File: src/rtl/mem_arb_pkg.sv
// mem_arb_pkg
//   Shared types and constants for the IF/DM unified-memory port arbiter.
//   arb_state_t : arbiter FSM states (IDLE, WAIT, RESP)
//   owner_t     : which requester owns the outstanding transaction
//   CNT_W       : width of the latency and starvation counters (MEM_LAT, STARVE_MAX <= 15)
package mem_arb_pkg;

  typedef enum logic [1:0] {
    IDLE = 2'd0,
    WAIT = 2'd1,
    RESP = 2'd2
  } arb_state_t;

  typedef enum logic {
    OWN_IF = 1'b0,
    OWN_DM = 1'b1
  } owner_t;

  localparam int CNT_W = 4;

endpackage

File: src/rtl/mem_arb_lat_timer.sv
// mem_arb_lat_timer
//   Loadable down-counter that times the memory latency while the arbiter waits.
//   Ports:
//     clk    in   rising-edge clock
//     reset  in   asynchronous, active-low reset (count cleared to 0)
//     load   in   grant strobe; loads MEM_LAT-1
//     dec    in   decrement enable (arbiter in WAIT)
//     done   out  count is landing on 0 this cycle: last WAIT cycle
module mem_arb_lat_timer
  import mem_arb_pkg::*;
#(
  parameter int MEM_LAT = 2
) (
  input  logic clk,
  input  logic reset,
  input  logic load,
  input  logic dec,
  output logic done
);

  localparam logic [CNT_W-1:0] LOAD_VAL = CNT_W'(MEM_LAT - 1);

  logic [CNT_W-1:0] cnt;

  always_ff @(posedge clk or negedge reset) begin
    if (!reset) begin
      cnt <= '0;
    end else if (load) begin
      cnt <= LOAD_VAL;
    end else if (dec && (cnt != '0)) begin
      cnt <= cnt - 1'b1;
    end
  end

  // The arbiter leaves WAIT on the edge where the count reaches 0, so the
  // flag is raised while the count still reads 1.
  assign done = (cnt <= CNT_W'(1));

endmodule

File: src/rtl/mem_port_arbiter.sv
// mem_port_arbiter
//   Shares one single-ported, fixed-latency memory between the instruction-fetch (IF)
//   and data-memory (DM) requesters. DM has fixed priority; IF is forced to win once
//   after STARVE_MAX consecutive losses. One transaction outstanding at a time; the
//   owner receives a one-cycle rvalid pulse MEM_LAT cycles after its grant.
//   Optional build macro: MEM_ARB_PERF_CNT_EN adds saturating stall counters.
//   Ports:
//     clk, reset                       clock, asynchronous active-low reset
//     if_req/if_addr -> if_gnt         IF read request / same-cycle grant
//     if_rvalid, if_rdata              IF response pulse and read data
//     dm_req/dm_we/dm_addr/dm_wdata/dm_be -> dm_gnt   DM request / grant
//     dm_rvalid, dm_rdata              DM completion pulse; rdata is 0 for writes
//     mem_en/we/addr/wdata/be          memory strobe and command (all 0 when idle)
//     mem_rdata                        memory read data, MEM_LAT cycles after mem_en
//     perf_if_stall, perf_dm_stall     (MEM_ARB_PERF_CNT_EN only) req-without-gnt cycles
module mem_port_arbiter
  import mem_arb_pkg::*;
#(
  parameter int ADDR_W     = 32,
  parameter int DATA_W     = 32,
  parameter int MEM_LAT    = 2,
  parameter int STARVE_MAX = 4
) (
  input  logic                clk,
  input  logic                reset,
  input  logic                if_req,
  input  logic [ADDR_W-1:0]   if_addr,
  output logic                if_gnt,
  output logic                if_rvalid,
  output logic [DATA_W-1:0]   if_rdata,
  input  logic                dm_req,
  input  logic                dm_we,
  input  logic [ADDR_W-1:0]   dm_addr,
  input  logic [DATA_W-1:0]   dm_wdata,
  input  logic [DATA_W/8-1:0] dm_be,
  output logic                dm_gnt,
  output logic                dm_rvalid,
  output logic [DATA_W-1:0]   dm_rdata,
  output logic                mem_en,
  output logic                mem_we,
  output logic [ADDR_W-1:0]   mem_addr,
  output logic [DATA_W-1:0]   mem_wdata,
  output logic [DATA_W/8-1:0] mem_be,
  input  logic [DATA_W-1:0]   mem_rdata
`ifdef MEM_ARB_PERF_CNT_EN
  ,
  output logic [31:0]         perf_if_stall,
  output logic [31:0]         perf_dm_stall
`endif
);

  localparam arb_state_t       GNT_STATE = (MEM_LAT > 1) ? WAIT : RESP;
  localparam logic [CNT_W-1:0] STARVE_LIM = CNT_W'(STARVE_MAX);

  function automatic logic [CNT_W-1:0] starve_inc(input logic [CNT_W-1:0] c);
    return (c >= STARVE_LIM) ? c : c + 1'b1;
  endfunction

  arb_state_t       state;
  owner_t           owner_p1;
  logic             dm_we_p1;
  logic [CNT_W-1:0] starve;

  logic arb_en;
  logic if_win;
  logic dm_win;
  logic grant;
  logic rsp;
  logic tmr_done;

  // ---- stage 0: arbitration and memory command (combinational with req) ----
  // Reset gates the arbiter so every output is 0 while reset is held.
  assign arb_en = reset && ((state == IDLE) || (state == RESP));
  assign if_win = arb_en && if_req && (!dm_req || (starve == STARVE_LIM));
  assign dm_win = arb_en && dm_req && !if_win;
  assign grant  = if_win || dm_win;

  always_comb begin
    if_gnt    = if_win;
    dm_gnt    = dm_win;
    mem_en    = grant;
    mem_we    = dm_win && dm_we;
    mem_addr  = '0;
    mem_wdata = '0;
    mem_be    = '0;
    if (dm_win) begin
      mem_addr = dm_addr;
      mem_be   = dm_be;
      if (dm_we) begin
        mem_wdata = dm_wdata;
      end
    end else if (if_win) begin
      mem_addr = if_addr;
      mem_be   = '1;
    end
  end

  mem_arb_lat_timer #(
    .MEM_LAT (MEM_LAT)
  ) u_lat_timer (
    .clk   (clk),
    .reset (reset),
    .load  (grant),
    .dec   (state == WAIT),
    .done  (tmr_done)
  );

  // ---- stage 1: transaction ownership, FSM and starvation tracking ----
  always_ff @(posedge clk or negedge reset) begin
    if (!reset) begin
      state    <= IDLE;
      owner_p1 <= OWN_IF;
      dm_we_p1 <= 1'b0;
      starve   <= '0;
    end else begin
      case (state)
        IDLE:    if (grant) state <= GNT_STATE;
        WAIT:    if (tmr_done) state <= RESP;
        RESP:    state <= grant ? GNT_STATE : IDLE;
        default: state <= IDLE;
      endcase

      if (grant) begin
        owner_p1 <= dm_win ? OWN_DM : OWN_IF;
        dm_we_p1 <= dm_win && dm_we;
      end

      // Only arbitration cycles count as a loss; waiting behind an
      // outstanding transaction does not.
      if (!if_req || if_win) begin
        starve <= '0;
      end else if (dm_win) begin
        starve <= starve_inc(starve);
      end
    end
  end

  // ---- stage 2: response to the owner, read data passed straight through ----
  assign rsp       = (state == RESP);
  assign if_rvalid = rsp && (owner_p1 == OWN_IF);
  assign dm_rvalid = rsp && (owner_p1 == OWN_DM);
  assign if_rdata  = if_rvalid ? mem_rdata : '0;
  assign dm_rdata  = (dm_rvalid && !dm_we_p1) ? mem_rdata : '0;

`ifdef MEM_ARB_PERF_CNT_EN
  function automatic logic [31:0] sat_inc32(input logic [31:0] v);
    return (&v) ? v : v + 32'd1;
  endfunction

  always_ff @(posedge clk or negedge reset) begin
    if (!reset) begin
      perf_if_stall <= '0;
      perf_dm_stall <= '0;
    end else begin
      if (if_req && !if_gnt) perf_if_stall <= sat_inc32(perf_if_stall);
      if (dm_req && !dm_gnt) perf_dm_stall <= sat_inc32(perf_dm_stall);
    end
  end
`endif

endmodule

File: config.mk
export PLATFORM = sky130hd
export DESIGN_NAME = mem_port_arbiter
export DESIGN_NICKNAME = d
export VERILOG_FILES = /design/src/rtl/mem_arb_pkg.sv /design/src/rtl/mem_arb_lat_timer.sv /design/src/rtl/mem_port_arbiter.sv
export SDC_FILE = /design/constraint.sdc
export NUM_CORES = 1
export LEC_CHECK = 0
export CAP_MARGIN = 20
export CORE_ASPECT_RATIO = 2
export CORE_MARGIN = 10
export CORE_UTILIZATION = 25
export CTS_CLUSTER_DIAMETER = 120
export DETAILED_ROUTE_END_ITERATION = 8
export PLACE_DENSITY = 0.86
export SYNTH_ARGS = -nofsm -noshare
export SYNTH_HDL_FRONTEND = slang
export SYNTH_SLANG_ARGS = --single-unit
File: constraint.sdc
create_clock -name clk -period 4.5 [get_ports clk]
set_clock_uncertainty 0.2 [all_clocks]
set_input_delay 0.45 -clock clk [delete_from_list [all_inputs] [get_ports clk]]
set_output_delay 0.45 -clock clk [all_outputs]
set_load 0.03 [all_outputs]
# Word level (Yosys, flattened, before mapping)
# Cells that the tools add are included.
# Widths: inputs -> output; s select.
# op_classes
eq_ne	6
n_reduce_logical	24
magnitude_cmp	2
bitwise_logic	1
addsub	2
muxes	18
# op_table
op	n
$mux 32	6
$mux 4	7
$logic_and 1x1->1	10
$ne 2x2->1 const B	3
$pmux 2 s3	1
$add 4x1->4 const B	1
$eq 4x3->1 const B	1
$ge 4x3->1 const B	1
$le 4x1->1 const B	1
$logic_not 1->1	4
$logic_or 1x1->1	4
$mux 2	2
$reduce_and 2->1	2
$reduce_bool 2->1	2
$reduce_bool 4->1	1
$sub 4x1->4 const B	1
$eq 2x1->1 const B	1
$eq 2x2->1 const B	1
$logic_not 2->1	1
$mux 1	2
$not 1->1	1
# word_totals
output_inout_bits	138
in_bits	137
regBits	12
word_cells	58

# Depth between registers and ports, before layout
# Gate-level depths: netlist of the first run.
# depth
word_depth	10
mapped_depth	6
depth_no_buf	5

# Hierarchy
# From an unflattened synthesis of the first run, not the netlist that was laid out.
# unflattened
hier_cells	283
hier_area_um2	2044.5
# modules_own_cells
mod	instances	cells_per_inst	seq_area_each_um2	area_per_inst_um2
mem_port_arbiter	1	257	200.2	1785.5
mem_arb_lat_timer	1	26	100.1	259.0

# Least setup slack after synthesis of the first run
# Ideal clock, no wire load.
# synth_timing
path_type	reg-to-output
start	register starve[0]
end	output mem_addr[10]
arrival_time_ns	1.981
path_buffers	1
slack_ns	1.869
path_stages_with_launch	7
t_required_ns	3.850
cell_sequence	dfrtp_1 inv_1 ha_1 nand3b_4 a211oi_4 buf_8 mux2i_1
# synth_via
elab_chain_cells	6
elab_cells_between_ends	7
cone_classes	eq/ne: 1; mux: 2; reduce/logical: 4
# synth_rtl
element	line	text
from (decl)	mem_port_arbiter.sv:62	logic [CNT_W-1:0] starve;
from (signal assigned)	mem_port_arbiter.sv:133	starve <= starve_inc(starve);
$eq 4x3->1 (*)	mem_port_arbiter.sv:74	assign if_win = arb_en && if_req && (!dm_req || (starve == STARVE_LIM));
$logic_or 1x1->1 (*)	mem_port_arbiter.sv:74	
$logic_and 1x1->1 (*)	mem_port_arbiter.sv:74	
$logic_not 1->1	mem_port_arbiter.sv:75	assign dm_win = arb_en && dm_req && !if_win;
$logic_and 1x1->1	mem_port_arbiter.sv:75	
$mux 32 (*)	mem_port_arbiter.sv:86	if (dm_win) begin
to (decl)	mem_port_arbiter.sv:41	output logic [ADDR_W-1:0] mem_addr,
# Every way passes the cells marked *; elsewhere a longest branch is shown, timed or not.

# Worst setup path in the final report of the first run
# layout_timing
start	input reset
end	output mem_wdata[8]
# layout_via
elab_chain_cells	6
elab_cells_between_ends	7
cone_classes	mux: 1; reduce/logical: 6
# layout_rtl
element	line	text
from (decl)	mem_port_arbiter.sv:25	input logic reset,
$logic_and 1x1->1 (*)	mem_port_arbiter.sv:73	assign arb_en = reset && ((state == IDLE) || (state == RESP));
$logic_and 1x1->1 (2 in series)	mem_port_arbiter.sv:74	
$logic_not 1->1	mem_port_arbiter.sv:75	
$logic_and 1x1->1 (*)	mem_port_arbiter.sv:75	
$mux 32 (*)	mem_port_arbiter.sv:86	
to (decl)	mem_port_arbiter.sv:42	output logic [DATA_W-1:0] mem_wdata,
# Marks and branches as above.

==> results of run 1 <==
==> through the flow <==
stage	cells	worst slack [ps]	hold slack [ps]	area (um2)	util [%]
after detailed placement	639	843	273	4800	60.9
after CTS	643	835	280	4890	62.0
after global routing	643	582	289	4890	62.0
final	643	873	278	4890	62.0
after floorplan	282	1870	-45.6	2000	-
after global placement	639	958	276	4800	60.9
==> power by group <==
group          switching (mW)  leakage, nW  internal [mW]
Clock                  0.0475       0.0442          0.134
Combinational           0.437         1.83          0.388
Sequential             0.0306        0.155          0.139
Total                   0.515         2.03          0.661
==> critical path, stage by stage <==
cell and delay [ps]:
sky130_fd_sc_hd__clkdlybuf4s50_1 670, sky130_fd_sc_hd__nor2b_1 210, sky130_fd_sc_hd__o2111a_1 710, sky130_fd_sc_hd__and2_1 240, sky130_fd_sc_hd__clkdlybuf4s50_1 690
==> synth_stat cells <==
cell type and number:
sky130_fd_sc_hd__a21oi_1 3, sky130_fd_sc_hd__buf_2 5, sky130_fd_sc_hd__a211oi_4 1, sky130_fd_sc_hd__nand3b_4 1, sky130_fd_sc_hd__buf_6 1, sky130_fd_sc_hd__nand2b_1 1
sky130_fd_sc_hd__and3b_1 2, sky130_fd_sc_hd__nor3b_1 1, sky130_fd_sc_hd__clkbuf_1 9, sky130_fd_sc_hd__a21o_1 7, sky130_fd_sc_hd__nand2_1 32, sky130_fd_sc_hd__or4b_1 1
sky130_fd_sc_hd__buf_8 3, sky130_fd_sc_hd__a31oi_1 1, sky130_fd_sc_hd__or2b_1 1, sky130_fd_sc_hd__or3_1 1, sky130_fd_sc_hd__nor3_1 3, sky130_fd_sc_hd__o21ai_0 5
sky130_fd_sc_hd__nand3_1 3, sky130_fd_sc_hd__nor2b_1 3, sky130_fd_sc_hd__or3b_2 1, sky130_fd_sc_hd__a311oi_1 1, sky130_fd_sc_hd__and3_1 1, sky130_fd_sc_hd__ha_1 5
sky130_fd_sc_hd__dfrtp_1 12, sky130_fd_sc_hd__o2111a_1 1, sky130_fd_sc_hd__and2b_1 1, sky130_fd_sc_hd__nor2_1 5, sky130_fd_sc_hd__inv_1 39, sky130_fd_sc_hd__a211oi_1 2
sky130_fd_sc_hd__mux2i_1 33, sky130_fd_sc_hd__nor4_1 1, sky130_fd_sc_hd__and2_1 96
==> area by class of cell <==
cell class              instances  area, um2
well taps                      96        120
fillers                       679       2990
clock buffers                   4       88.8
repair buffers                279       2790
inverters                      39        146
flip-flops and latches         12        300
multi-input cells             213       1440
==> logic make-up after synthesis <==
| family | count (synthesis) | share of synthesized area (%) |
|---|---|---|
| muxes | 33 | 16.5 |
| adders and majority gates | 5 | 3.13 |
| AOI/OAI and AO/OA | 21 | 7.69 |
| buffers and inverters | 57 | 13.1 |
| DFF | 12 | 15.0 |
| and+or+nand+nor | 154 | 44.6 |
==> metal layers <==
| metal | up-vias | GRT usage, % | wire length (um) |
|---|---|---|---|
| met5 | - | 0 | 0 |
| met4 | 0 | 3.17 | 131 |
| met3 | 9 | 9.69 | 1510 |
| met2 | 188 | 32.7 | 6000 |
| met1 | 1263 | 17.7 | 4170 |
| li1 | 1410 | - | - |
==> cell usage in the layout (no fill, tap or decap), types with 2 or more instances in the layout <==
master                            count
sky130_fd_sc_hd__nor2b_1              3
sky130_fd_sc_hd__dfrtp_1             12
sky130_fd_sc_hd__nor2_1               5
sky130_fd_sc_hd__a21o_1               7
sky130_fd_sc_hd__nor3_1               3
sky130_fd_sc_hd__and3b_1              2
sky130_fd_sc_hd__nand2_1             32
sky130_fd_sc_hd__nand3_1              3
sky130_fd_sc_hd__buf_4                4
sky130_fd_sc_hd__clkdlybuf4s50_1    274
sky130_fd_sc_hd__mux2i_1             33
sky130_fd_sc_hd__o21ai_0              5
sky130_fd_sc_hd__and2_1              96
sky130_fd_sc_hd__a211oi_1             2
sky130_fd_sc_hd__clkbuf_16            3
sky130_fd_sc_hd__ha_1                 5
sky130_fd_sc_hd__a21oi_1              3
sky130_fd_sc_hd__inv_1               39
==> worst min-delay path by stage <==
stage                        start  endpoint  slack [ps]  depth (start not counted)
after global routing      dm_we_p1  dm_we_p1         290                          1
final                        reset  state[0]         280                          1
after detailed placement  dm_we_p1  dm_we_p1         270                          1
after floorplan              reset  dm_we_p1         -50                          0
after global placement    dm_we_p1  dm_we_p1         280                          1
after CTS                    reset  state[0]         280                          1
==> sequential cells by signal, summed over array words and instances (netlist names) <==
signal and flops:
starve 4, u_lat_timer.cnt 4, state 2, dm_we_p1 1, owner_p1 1
==> impl_table.tex, run 1 <==
\begin{tabular}{lr}
\hline
Metric & Value \\
\hline
\multicolumn{2}{l}{\textbf{Floorplan}} \\
\quad Die footprint & about 12000 um2 \\
\quad Vertical die dimension & 147 um \\
\quad Area of the placeable core & around 7900 um2 \\
\quad Top-level I/O count & 275 \\
\quad Width of the die & 83.3 um \\
\quad Row Count & 46 \\
\quad Initial cell density of the core & 25.4\% \\
\multicolumn{2}{l}{\textbf{Timing}} \\
\quad Min Clock Period, post-route & 3630 ps \\
\quad Final Hold Viols & 0 \\
\quad Final setup fails & 0 \\
\quad Period Utilization, post-route & 80.6\% \\
\quad Slew of the pin with the lowest slew margin & between 700 and 800 ps \\
\quad Unrepaired setup endpoints after global routing & no \\
\quad Headroom to the max-slew limit & 47.6\% \\
\quad Final total negative setup slack & 0 ps \\
\quad F\_max & 276 MHz \\
\quad Final Max Slew Viols & 0 \\
\multicolumn{2}{l}{\textbf{GRT}} \\
\quad Antenna violations before repair & 0 \\
\quad Pin count of the biggest net entering global routing & 44 \\
\quad Number of global-route vias before repair & approximately 3100 \\
\quad First-pass GRT wire length & 18000 um \\
\quad Total gr overflow & 0 \\
\quad Overall global routing resource usage & a little under a fifth \\
\multicolumn{2}{l}{\textbf{Place}} \\
\quad Weighted congestion reported at the end of routability-driven placement & 0.865 \\
\quad I/O Buffers & 274 \\
\quad Post-detailed-placement half-perimeter wirelength & 10600 um \\
\multicolumn{2}{l}{\textbf{Worst setup path}} \\
\quad Worst R2R End & dm\_we\_p1 \\
\quad Worst-case reg-to-reg path depth & 5 \\
\quad Kind of start point of the critical path & input port \\
\quad Required time of the worst setup path & 3850 ps \\
\quad R2R Setup Slk & $\sim$2600 ps \\
\quad Setup CP Type & input port to output pin \\
\quad Critical path capture point & mem\_wdata[8] \\
\quad Largest fanout on the critical path & 34 \\
\quad Critical register-to-register path startpoint & starve[0] \\
\quad Critical Path End Type & output pin \\
\quad Launch point of the worst path & reset \\
\quad Signal arrival time at the worst endpoint & 2980 ps \\
\multicolumn{2}{l}{\textbf{Run}} \\
\quad MaxCap Viol Count & 0 \\
\multicolumn{2}{l}{\textbf{Routing}} \\
\quad Number of DRC violations after detailed routing & 0 \\
\quad Average wire per cell in the routed design & roughly 18 um \\
\quad DR iter-0 viols & between 40 and 50 \\
\quad Average vias per placed instance & 4.46 \\
\quad Final WL & 11800 um \\
\quad Final antenna-violating net count & 0 \\
\quad Total number of vias & 2870 \\
\quad Number of search-and-repair iterations in the first detailed-routing pass & 3 \\
\multicolumn{2}{l}{\textbf{Clock tree}} \\
\quad Quantity of gates resized following cts & 0 \\
\quad Clock Pin Slew Worst Setup and Hold Paths & $\sim$40 ps \\
\quad Number of buffers inserted during clock tree synthesis & 3 \\
\quad Clock latency at the later pin of the worst-skew pair & roughly 240 ps \\
\quad Clock tree root driver cell & sky130\_fd\_sc\_hd\_\_clkbuf\_16 \\
\quad Maximum clock path buffer count & 2 \\
\quad Maximum level of the CTS H-tree & 1 \\
\quad CTS tree & done \\
\quad Buffers inserted by post-CTS timing repair & 0 \\
\quad Clock sink total & 12 \\
\quad Post-CTS Hold Buffers & 0 \\
\multicolumn{2}{l}{\textbf{Power and ir drop}} \\
\quad Cell area power density & 240 nW/um2 \\
\quad Worst supply voltage drop on vdd & 0.000278 V \\
\quad Leakage dissipation & 2.03 nW \\
\quad Post-layout total power & 1.18 mW \\
\multicolumn{2}{l}{\textbf{Cells and area}} \\
\quad Antenna cells & 0 \\
\quad Layout overhead on the synthesized area & 145\% \\
\quad Fraction of final layout cells sized beyond drive strength 1 & 2.38\% \\
\quad Nets & 690 \\
\multicolumn{2}{l}{\textbf{Yosys}} \\
\quad Sequential fraction of the synthesis area & 15.0\% \\
\quad Synthesized netlist net count & about 420 \\
\quad Mean area per synthesized cell & 7.09 um2 \\
\quad Number of synthesized register bits & 12 \\
\quad Post-synthesis cell type count & 33 \\
\quad Post-synthesis instance total & 282 \\
\quad Library cell occupying the most area in the post-synthesis netlist & sky130\_fd\_sc\_hd\_\_and2\_1 \\
\quad Post-synthesis instance area & 2000 um2 \\
\quad Number of warnings issued by yosys & 0 \\
\quad Biggest area contributors in the synthesized netlist & sky130\_fd\_sc\_hd\_\_and2\_1, sky130\_fd\_sc\_hd\_\_mux2i\_1, sky130\_fd\_sc\_hd\_\_dfrtp\_1 \\
\quad Yosys top cell area share & 30.0\% \\
\multicolumn{2}{l}{\textbf{Hold path}} \\
\quad Hold WC Path Type & input port to async pin \\
\multicolumn{2}{l}{\textbf{Run status}} \\
\quad Status & complete, no violations \\
\hline
\end{tabular}
Note: power is estimated with default switching activity, not from simulation.
==> run 2, diff against run 1 <==
CORE_UTILIZATION = 23   (was 25)
PLACE_DENSITY = 0.84   (was 0.86)
clock period = 3 ns   (was 4.5 ns; I/O delays follow)
==> impl_table.tex, run 2 (synthesis gave the netlist of run 1 again) <==
\begin{tabular}{lr}
\hline
Metric & Value \\
\hline
\multicolumn{2}{l}{\textbf{Power and ir drop}} \\
\quad Logic pwr share & 71.2\% (+1.1 points) \\
\quad Leakage dissipation & 2.28 nW (+12\%) \\
\quad Switching part of the total & 44.8\% (+1.0 points) \\
\quad Power share of the sequential group & 14.8\% (+0.4 points) \\
\quad Internal portion of total power & 956 uW (+45\%) \\
\quad Worst supply voltage drop on vdd & 0.000388 V (+40\%) \\
\quad Clk network pwr share & 13.9\% (-1.6 points) \\
\quad Cell area power density & 359 nW/um2 (+49\%) \\
\quad Switching component of the power & 776 uW (+51\%) \\
\multicolumn{2}{l}{\textbf{Clock tree}} \\
\quad Buffers inserted by post-CTS timing repair & 0 (unchanged) \\
\quad Post-CTS Hold Buffers & 0 (unchanged) \\
\quad Number of buffers inserted during clock tree synthesis & 3 (unchanged) \\
\quad Clock sink total & 12 (unchanged) \\
\quad Maximum level of the CTS H-tree & 1 (unchanged) \\
\quad Quantity of gates resized following cts & 0 (unchanged) \\
\quad Clock latency at the later pin of the worst-skew pair & 240 ps (about the same) \\
\quad CTS tree & done \\
\quad Maximum clock path buffer count & 2 (unchanged) \\
\quad Clock tree root driver cell & sky130\_fd\_sc\_hd\_\_clkbuf\_16 \\
\quad Clock Pin Slew Worst Setup and Hold Paths & 40 ps (about the same) \\
\multicolumn{2}{l}{\textbf{Run}} \\
\quad MaxCap Viol Count & 0 (unchanged) \\
\multicolumn{2}{l}{\textbf{Cells and area}} \\
\quad Layout overhead on the synthesized area & 141\% \\
\quad Most used cells in the layout excluding fill and tap cells & sky130\_fd\_sc\_hd\_\_clkdlybuf4s50\_1, sky130\_fd\_sc\_hd\_\_and2\_1, sky130\_fd\_sc\_hd\_\_buf\_4 \\
\quad Antenna cells & 0 (unchanged) \\
\quad Final non-filler cell area & 4820 um2 (-1.4\%) \\
\quad Final core utilization & 56.2\% (-5.9 points) \\
\quad Nets & 693 (+0.43\%) \\
\quad Most common library cell in the layout ignoring fill and taps & sky130\_fd\_sc\_hd\_\_clkdlybuf4s50\_1 \\
\quad Top Registers & starve: 4 flops, u\_lat\_timer.cnt: 4 flops, state: 2 flops \\
\quad Fraction of final layout cells sized beyond drive strength 1 & 21.5\% (+19 points) \\
\multicolumn{2}{l}{\textbf{Routing}} \\
\quad Final WL & 11500 um (-2.6\%) \\
\quad Number of DRC violations after detailed routing & 0 (unchanged) \\
\quad Number of search-and-repair iterations in the first detailed-routing pass & 4 (+1) \\
\quad Routed metal-1 wire length & 4060 um (-2.7\%) \\
\quad Total number of vias & 2861 (-0.31\%) \\
\quad DR iter-0 viols & 58 (+23\%) \\
\quad Detailed-routed wire length on met3 & 1150 um (-24\%) \\
\quad Average vias per placed instance & 4.41 (-1.2\%) \\
\quad Average wire per cell in the routed design & 17.7 um (-3.5\%) \\
\quad Routed wire length on met2 & 6150 um (+2.6\%) \\
\quad Max layer used & met4 \\
\quad Final antenna-violating net count & 0 (unchanged) \\
\multicolumn{2}{l}{\textbf{Floorplan}} \\
\quad Width of the die & 86.0 um (+3.2\%) \\
\quad Row Count & 48 (+4.3\%) \\
\quad Initial cell density of the core & 23.3\% (-2.1 points) \\
\quad Area of the placeable core & 8590 um2 (+8.9\%) \\
\quad Vertical die dimension & 152 um (+3.7\%) \\
\quad Die footprint & 13100 um2 (+7.0\%) \\
\quad Top-level I/O count & 275 (unchanged) \\
\multicolumn{2}{l}{\textbf{Timing}} \\
\quad Final setup fails & 0 (unchanged) \\
\quad F\_max & 368 MHz \\
\quad Min Clock Period, post-route & 2720 ps \\
\quad Slew of the pin with the lowest slew margin & 482 ps (-303 ps) \\
\quad Unrepaired setup endpoints after global routing & no \\
\quad Headroom to the max-slew limit & 67.7\% (+20 points) \\
\quad Final total negative setup slack & 0 ps (unchanged) \\
\quad Final Max Slew Viols & 0 (unchanged) \\
\quad Final Hold Viols & 0 (unchanged) \\
\quad Period Utilization, post-route & between 90\% and 100\% \\
\multicolumn{2}{l}{\textbf{GRT}} \\
\quad Total gr overflow & 0 (unchanged) \\
\quad Overall global routing resource usage & 15.9\% (-2.2 points) \\
\quad First-pass GRT wire length & 16900 um (-6.1\%) \\
\quad Pin count of the biggest net entering global routing & 44 (unchanged) \\
\quad Number of global-route vias before repair & 2999 (-4.6\%) \\
\quad Antenna violations before repair & 0 (unchanged) \\
\multicolumn{2}{l}{\textbf{Worst setup path}} \\
\quad Kind of start point of the critical path & flop \\
\quad Required time of the worst setup path & 2500 ps (-1350 ps) \\
\quad Setup CP Type & flop to output pin \\
\quad Critical register-to-register path startpoint & u\_lat\_timer.cnt[0] \\
\quad Largest fanout on the critical path & 23 (-32\%) \\
\quad Critical Path End Type & output pin \\
\quad Launch point of the worst path & starve[0] \\
\quad Signal arrival time at the worst endpoint & 2220 ps (-760 ps) \\
\multicolumn{2}{l}{\textbf{Run status}} \\
\quad Status & complete, no violations \\
\multicolumn{2}{l}{\textbf{Hold path}} \\
\quad Hold WC Path Type & input port to async pin \\
\multicolumn{2}{l}{\textbf{Place}} \\
\quad Post-detailed-placement half-perimeter wirelength & 10200 um (-2.9\%) \\
\quad I/O Buffers & 274 (unchanged) \\
\quad Placed Area & 4750 um2 (-1.1\%) \\
\quad Weighted congestion reported at the end of routability-driven placement & 0.851 (-1.6\%) \\
\hline
\end{tabular}
## run 2: cell count changes in the layout (fill, tap and decap cells not counted), sizes merged
cell           previous run  this run
clkbuf                    4         3
buf                       5       111
clkdlybuf4s50           274       171
## run 2: power by group through the flow
stage / sequential (mW) / clock, mW / combinational, mW
floorplan: 0.239 / 0 / 0.681
global placement: 0.252 / 0 / 1.22
detailed placement: 0.258 / 0 / 1.25
CTS: 0.255 / 0.246 / 1.25
global route: 0.264 / 0.252 / 1.32
finish: 0.257 / 0.242 / 1.23
## run 2: worst paths after layout
path	end	slack, ps	depth (start not counted)
min in group clk	state[1]	300	1
hold reg to reg	state[1]	300	1
setup / recovery	mem_addr[6]	280	7
hold / removal	state[1]	230	2
max in group asynchronous	starve[3]	2230	2
setup reg to reg	u_lat_timer.cnt[3]	1170	5
## run 2: critical path, cell delays in order, from the launching register on
cell and delay [ps]:
sky130_fd_sc_hd__dfrtp_1 380, sky130_fd_sc_hd__inv_1 100, sky130_fd_sc_hd__ha_1 220, sky130_fd_sc_hd__nand3b_4 110, sky130_fd_sc_hd__a211oi_4 490, sky130_fd_sc_hd__buf_12 250
sky130_fd_sc_hd__mux2i_1 230, sky130_fd_sc_hd__buf_4 190
## run 2: layout make-up
type | instances | area [um2]
fill | 746 | 3760
timing repair buffer | 282 | 2730
multi-input combinational | 213 | 1440
sequential | 12 | 300
inverter | 39 | 146
tap | 100 | 125
clock buffer | 3 | 75.1
## run 2: per-layer routing
layer | global-route usage [%] | up-vias
met5 | 0 | -
met4 | 3.15 | 0
met3 | 5.41 | 13
met2 | 30.4 | 172
met1 | 15.5 | 1266
li1 | - | 1410
## run 2: through the flow
step	hold slack, ps	worst slack [ps]	std cells	power [mW]
final	233	280	649	1.73
after global placement	263	421	646	1.47
after detailed placement	293	393	646	1.50
after global routing	254	154	649	1.83
after floorplan	-196	519	282	0.920
after CTS	226	245	649	1.75
==> RTL change 1 (flow settings as in run 2) <==
`DATA_W`: 32 -> 40.
--- a/src/rtl/mem_port_arbiter.sv
+++ b/src/rtl/mem_port_arbiter.sv
@@ -17,7 +17,7 @@
   import mem_arb_pkg::*;
 #(
   parameter int ADDR_W     = 32,
-  parameter int DATA_W     = 32,
+  parameter int DATA_W     = 40,
   parameter int MEM_LAT    = 2,
   parameter int STARVE_MAX = 4
 ) (
Interface: changed (7 resized); port bits go from 275 to 317. The function was not compared with the original's and may differ.
==> RTL change 1 against run 2 <==
  * Sequential cell count unchanged
  * Worst setup slack worse by 0.11 ns
  * Power grew 24%
  * Cell area is 11% higher
  * Non-clock buffer count up 40
  * Synthesized area rose by 10%
  * Combinational power up 31%
  * Wire length rose by 17%
==> RTL change 1: results <==
{
  "wl_met3_um": 1990,
  "status": "finished, final reports clean",
  "io_buffers": 316,
  "synth.yosys.seq_area_share_pct": 13.6,
  "grt_usage_pct": 17.6,
  "peakVddDrop_v": 0.000208,
  "grt_pass1_wl_um": 19000,
  "routed_wl_um": 13400,
  "r2r_setup_slack_ns": 1.22,
  "tightest_slew_ns": 0.574,
  "antenna_found_initial": 1,
  "grt_max_degree": 43,
  "holdWs_ns": 0.293,
  "vias": 3208,
  "power.leakage_nw": 2.56,
  "yosysUniqueCellTypes": 34,
  "worst-path-max-fanout": 40,
  "syn-num-nets": 470,
  "fmax_ghz": 0.353,
  "dr_wl_met2_um": 7260,
  "critical_path_arrival_ns": 2.33,
  "cts_resized": 0,
  "met1Wirelength_um": 3830,
  "drt_iter0_drc": 97,
  "synthTopCellsByArea": "and2_1, mux2i_1, dfrtp_1",
  "layout.nets": 776,
  "min_path_type": "reg2reg",
  "place_ws_ns": 0.397,
  "grt_pass1_vias": 3519,
  "drive_gt1_share_pct": 23.1,
  "hpwl_um": 12100,
  "gp_congestion": 0.898,
  "yosys-top-cells-count": "and2_1, inv_1, mux2i_1, nand2_1, dfrtp_1"
}
## RTL change 1: cell count changes after synthesis, moves of 3 or more
cell      before  now
nand3_1        3    6
and2_1        96  120
buf_2          5    9
buf_4          0    3
buf_6          1    6
clkbuf_1       9    3
o21ai_0        5    2
buf_8          3    0
## RTL change 1: logic make-up (layout without fill, tap and decap cells)
group                    count (synthesis)  count (layout)  synth area share (%)
buffers and inverters                   60             365                  13.3
AND/OR/NAND/NOR                        182             182                  48.7
AO/OA/AOI/OAI                           18              18                  6.23
flip-flops                              12              12                  13.6
other                                    0               1                     0
multiplexers                            34              34                  15.4
adder cells (fa/ha/maj)                  5               5                  2.83
## RTL change 1: report_power, final
group	total (mW)	switching (mW)	internal [mW]
registers	0.273	0.0581	0.214
clock network	0.269	0.0682	0.201
logic	1.61	0.880	0.727
## RTL change 1: per-stage QoR
step	cells	area [um^2]
after CTS	720	5340
after global placement	716	5260
after detailed placement	716	5260
after global routing	720	5340
after floorplan	311	2210
final	721	5350
## RTL change 1: path summary, 6_finish.rpt
| path | to | from | depth (start not counted) |
|---|---|---|---|
| min in group asynchronous | state[0] | reset | 2 |
| max | dm_rdata[18] | state[0] | 5 |
| min reg2reg | dm_we_p1 | dm_we_p1 | 1 |
| max in group asynchronous | starve[1] | reset | 2 |
| min | dm_we_p1 | dm_we_p1 | 1 |
| max reg2reg | dm_we_p1 | starve[0] | 5 |
## RTL change 1: area by class of cell
type / count / area, um^2
diodes: 1 / 2.50
clock buffers: 4 / 88.8
fillers: 885 / 4040
flip-flops and latches: 12 / 300
inverters: 39 / 146
multi-input cells: 239 / 1620
well taps: 104 / 130
repair buffers: 322 / 3060
## RTL change 1: routing by layer
layer	up-vias	global-route usage, %
met4	0	6.17
met5	-	0
met2	189	32.8
met1	1429	14.6
met3	19	10.4
li1	1571	-
## RTL change 1: worst max-delay path, stage by stage, from the launching register on
cell and delay (ns):
dfrtp_1 0.44, and3b_1 0.28, nor2b_2 0.15, buf_4 0.30, and2_1 0.18, clkdlybuf4s50_1 0.71
==> RTL change 2 (flow settings as in run 2) <==
Made on the original files. The 3 states of `arb_state_t` get a one-hot encoding in 3 bits.
--- a/src/rtl/mem_arb_pkg.sv
+++ b/src/rtl/mem_arb_pkg.sv
@@ -5,10 +5,10 @@
 //   CNT_W       : width of the latency and starvation counters (MEM_LAT, STARVE_MAX <= 15)
 package mem_arb_pkg;
 
-  typedef enum logic [1:0] {
-    IDLE = 2'd0,
-    WAIT = 2'd1,
-    RESP = 2'd2
+  typedef enum logic [2:0] {
+    IDLE = 3'b001,
+    WAIT = 3'b010,
+    RESP = 3'b100
   } arb_state_t;
 
   typedef enum logic {
Check against the original RTL: no difference found for any inputs over 10 cycles, from zero or initial values and one cycle with reset low; not proved beyond that.
==> RTL change 2 against run 2 <==
  * Worst setup slack better by 0.070 ns
  * Wire length up 18%
  * Synthesized area down 9.0%
  * Sequential cell count up 1
  * Clock power up 5%
  * Cell area down 1.1%
  * Critical path type unchanged
  * Power up 6.3%
==> RTL change 2: results <==
{
  "critical_path_arrival_ns": 2.15,
  "layout.nets": 632,
  "yosys-top-cells-count": "and2_1, a22o_1, and3_1, dfrtp_1, clkbuf_1",
  "drt_iter0_drc": 111,
  "synth-adder-area-share_pct": 3.44,
  "grt_usage_pct": 20.9,
  "reg_top3": "starve: 4 flops, u_lat_timer.cnt: 4 flops, state: 3 flops",
  "synthTopCellsByArea": "and2_1, dfrtp_1, a22o_1",
  "r2r_setup_slack_ns": 1.09,
  "io_buffers": 274,
  "place_area_um2": 4690,
  "syn-num-nets": 369,
  "via_per_inst": 4.88,
  "peakVddDrop_v": 0.000361,
  "layoutNonFillerInstCount": 584,
  "reg2reg_to": "dm_we_p1",
  "hpwl_um": 11700,
  "routed_wl_um": 13600,
  "grt_use_met2_pct": 37.7,
  "r2r_start": "state[0]",
  "status": "finished, final reports clean",
  "holdWs_ns": 0.237,
  "grt_use_met1_pct": 20.7,
  "wl_met3_um": 1660,
  "drive_gt1_share_pct": 24.7,
  "crit_path_top_delay_cell": "clkdlybuf4s50_1",
  "fillers": 642,
  "place_ws_ns": 0.574,
  "gp_congestion": 0.904,
  "grt_pass1_vias": 3068,
  "synth.yosys.seq_area_share_pct": 17.9,
  "grt_max_degree": 69,
  "synth_compound_area_share_pct": 24.8,
  "synth_xor_area_share_pct": 1.37,
  "synthMuxAreaShare_pct": 0,
  "grtUsageMet3_pct": 11.1,
  "antenna_found_initial": 1,
  "dr_wl_met2_um": 7080,
  "met1Wirelength_um": 4750,
  "slowest_delay_ns": 0.71,
  "yosysUniqueCellTypes": 38,
  "tightest_slew_ns": 0.897,
  "syn_inst": 227,
  "worst-path-max-fanout": 33,
  "r2r_cells": 4,
  "yosysWarnings": 0
}
[RTL change 2: cell count changes after synthesis, moves of 3 or more]
| cell | delta |
|---|---|
| a22o_1 | +33 |
| mux2i_1 | -33 |
| nand2_1 | -32 |
| and3_1 | +31 |
| inv_1 | -31 |
| and2_1 | -30 |
| buf_6 | +6 |
| buf_2 | -3 |
| buf_8 | -3 |
[RTL change 2: logic make-up (layout without fill, tap and decap cells)]
kind of cell	after synthesis	after routing
other cells	0	1
fa+ha+maj	5	5
compound gates	53	53
xor+xnor	2	2
simple gates	125	125
buf+inv	29	291
flops	13	13
[RTL change 2: final cells by class]
class | count | area [um^2] | share of cell area, %
inverters | 8 | 30.0 | 0.629
diodes | 1 | 2.50 | 0.0524
well taps | 94 | 118 | 2.46
flip-flops and latches | 13 | 327 | 6.84
multi-input cells | 185 | 1330 | 27.9
clock buffers | 4 | 78.8 | 1.65
repair buffers | 279 | 2880 | 60.4
[RTL change 2: how the worst max path moves through the flow]
| stage | depth (start not counted) | to | from | slack, ns |
|---|---|---|---|---|
| after global routing | 4 | if_rdata[16] | state[1] | 0.22 |
| final | 4 | if_rdata[6] | state[1] | 0.35 |
| after global placement | 6 | mem_wdata[26] | if_req | 0.62 |
| after detailed placement | 6 | mem_wdata[26] | if_req | 0.57 |
| after floorplan | 6 | mem_addr[27] | starve[0] | 0.72 |
| after CTS | 4 | if_rdata[6] | state[1] | 0.34 |
[RTL change 2: power by group]
group	switching, mW	leakage, nW	internal [mW]
Combinational	0.674	2.01	0.626
Sequential	0.0600	0.169	0.228
Clock	0.0735	0.0382	0.179
Total	0.808	2.21	1.03
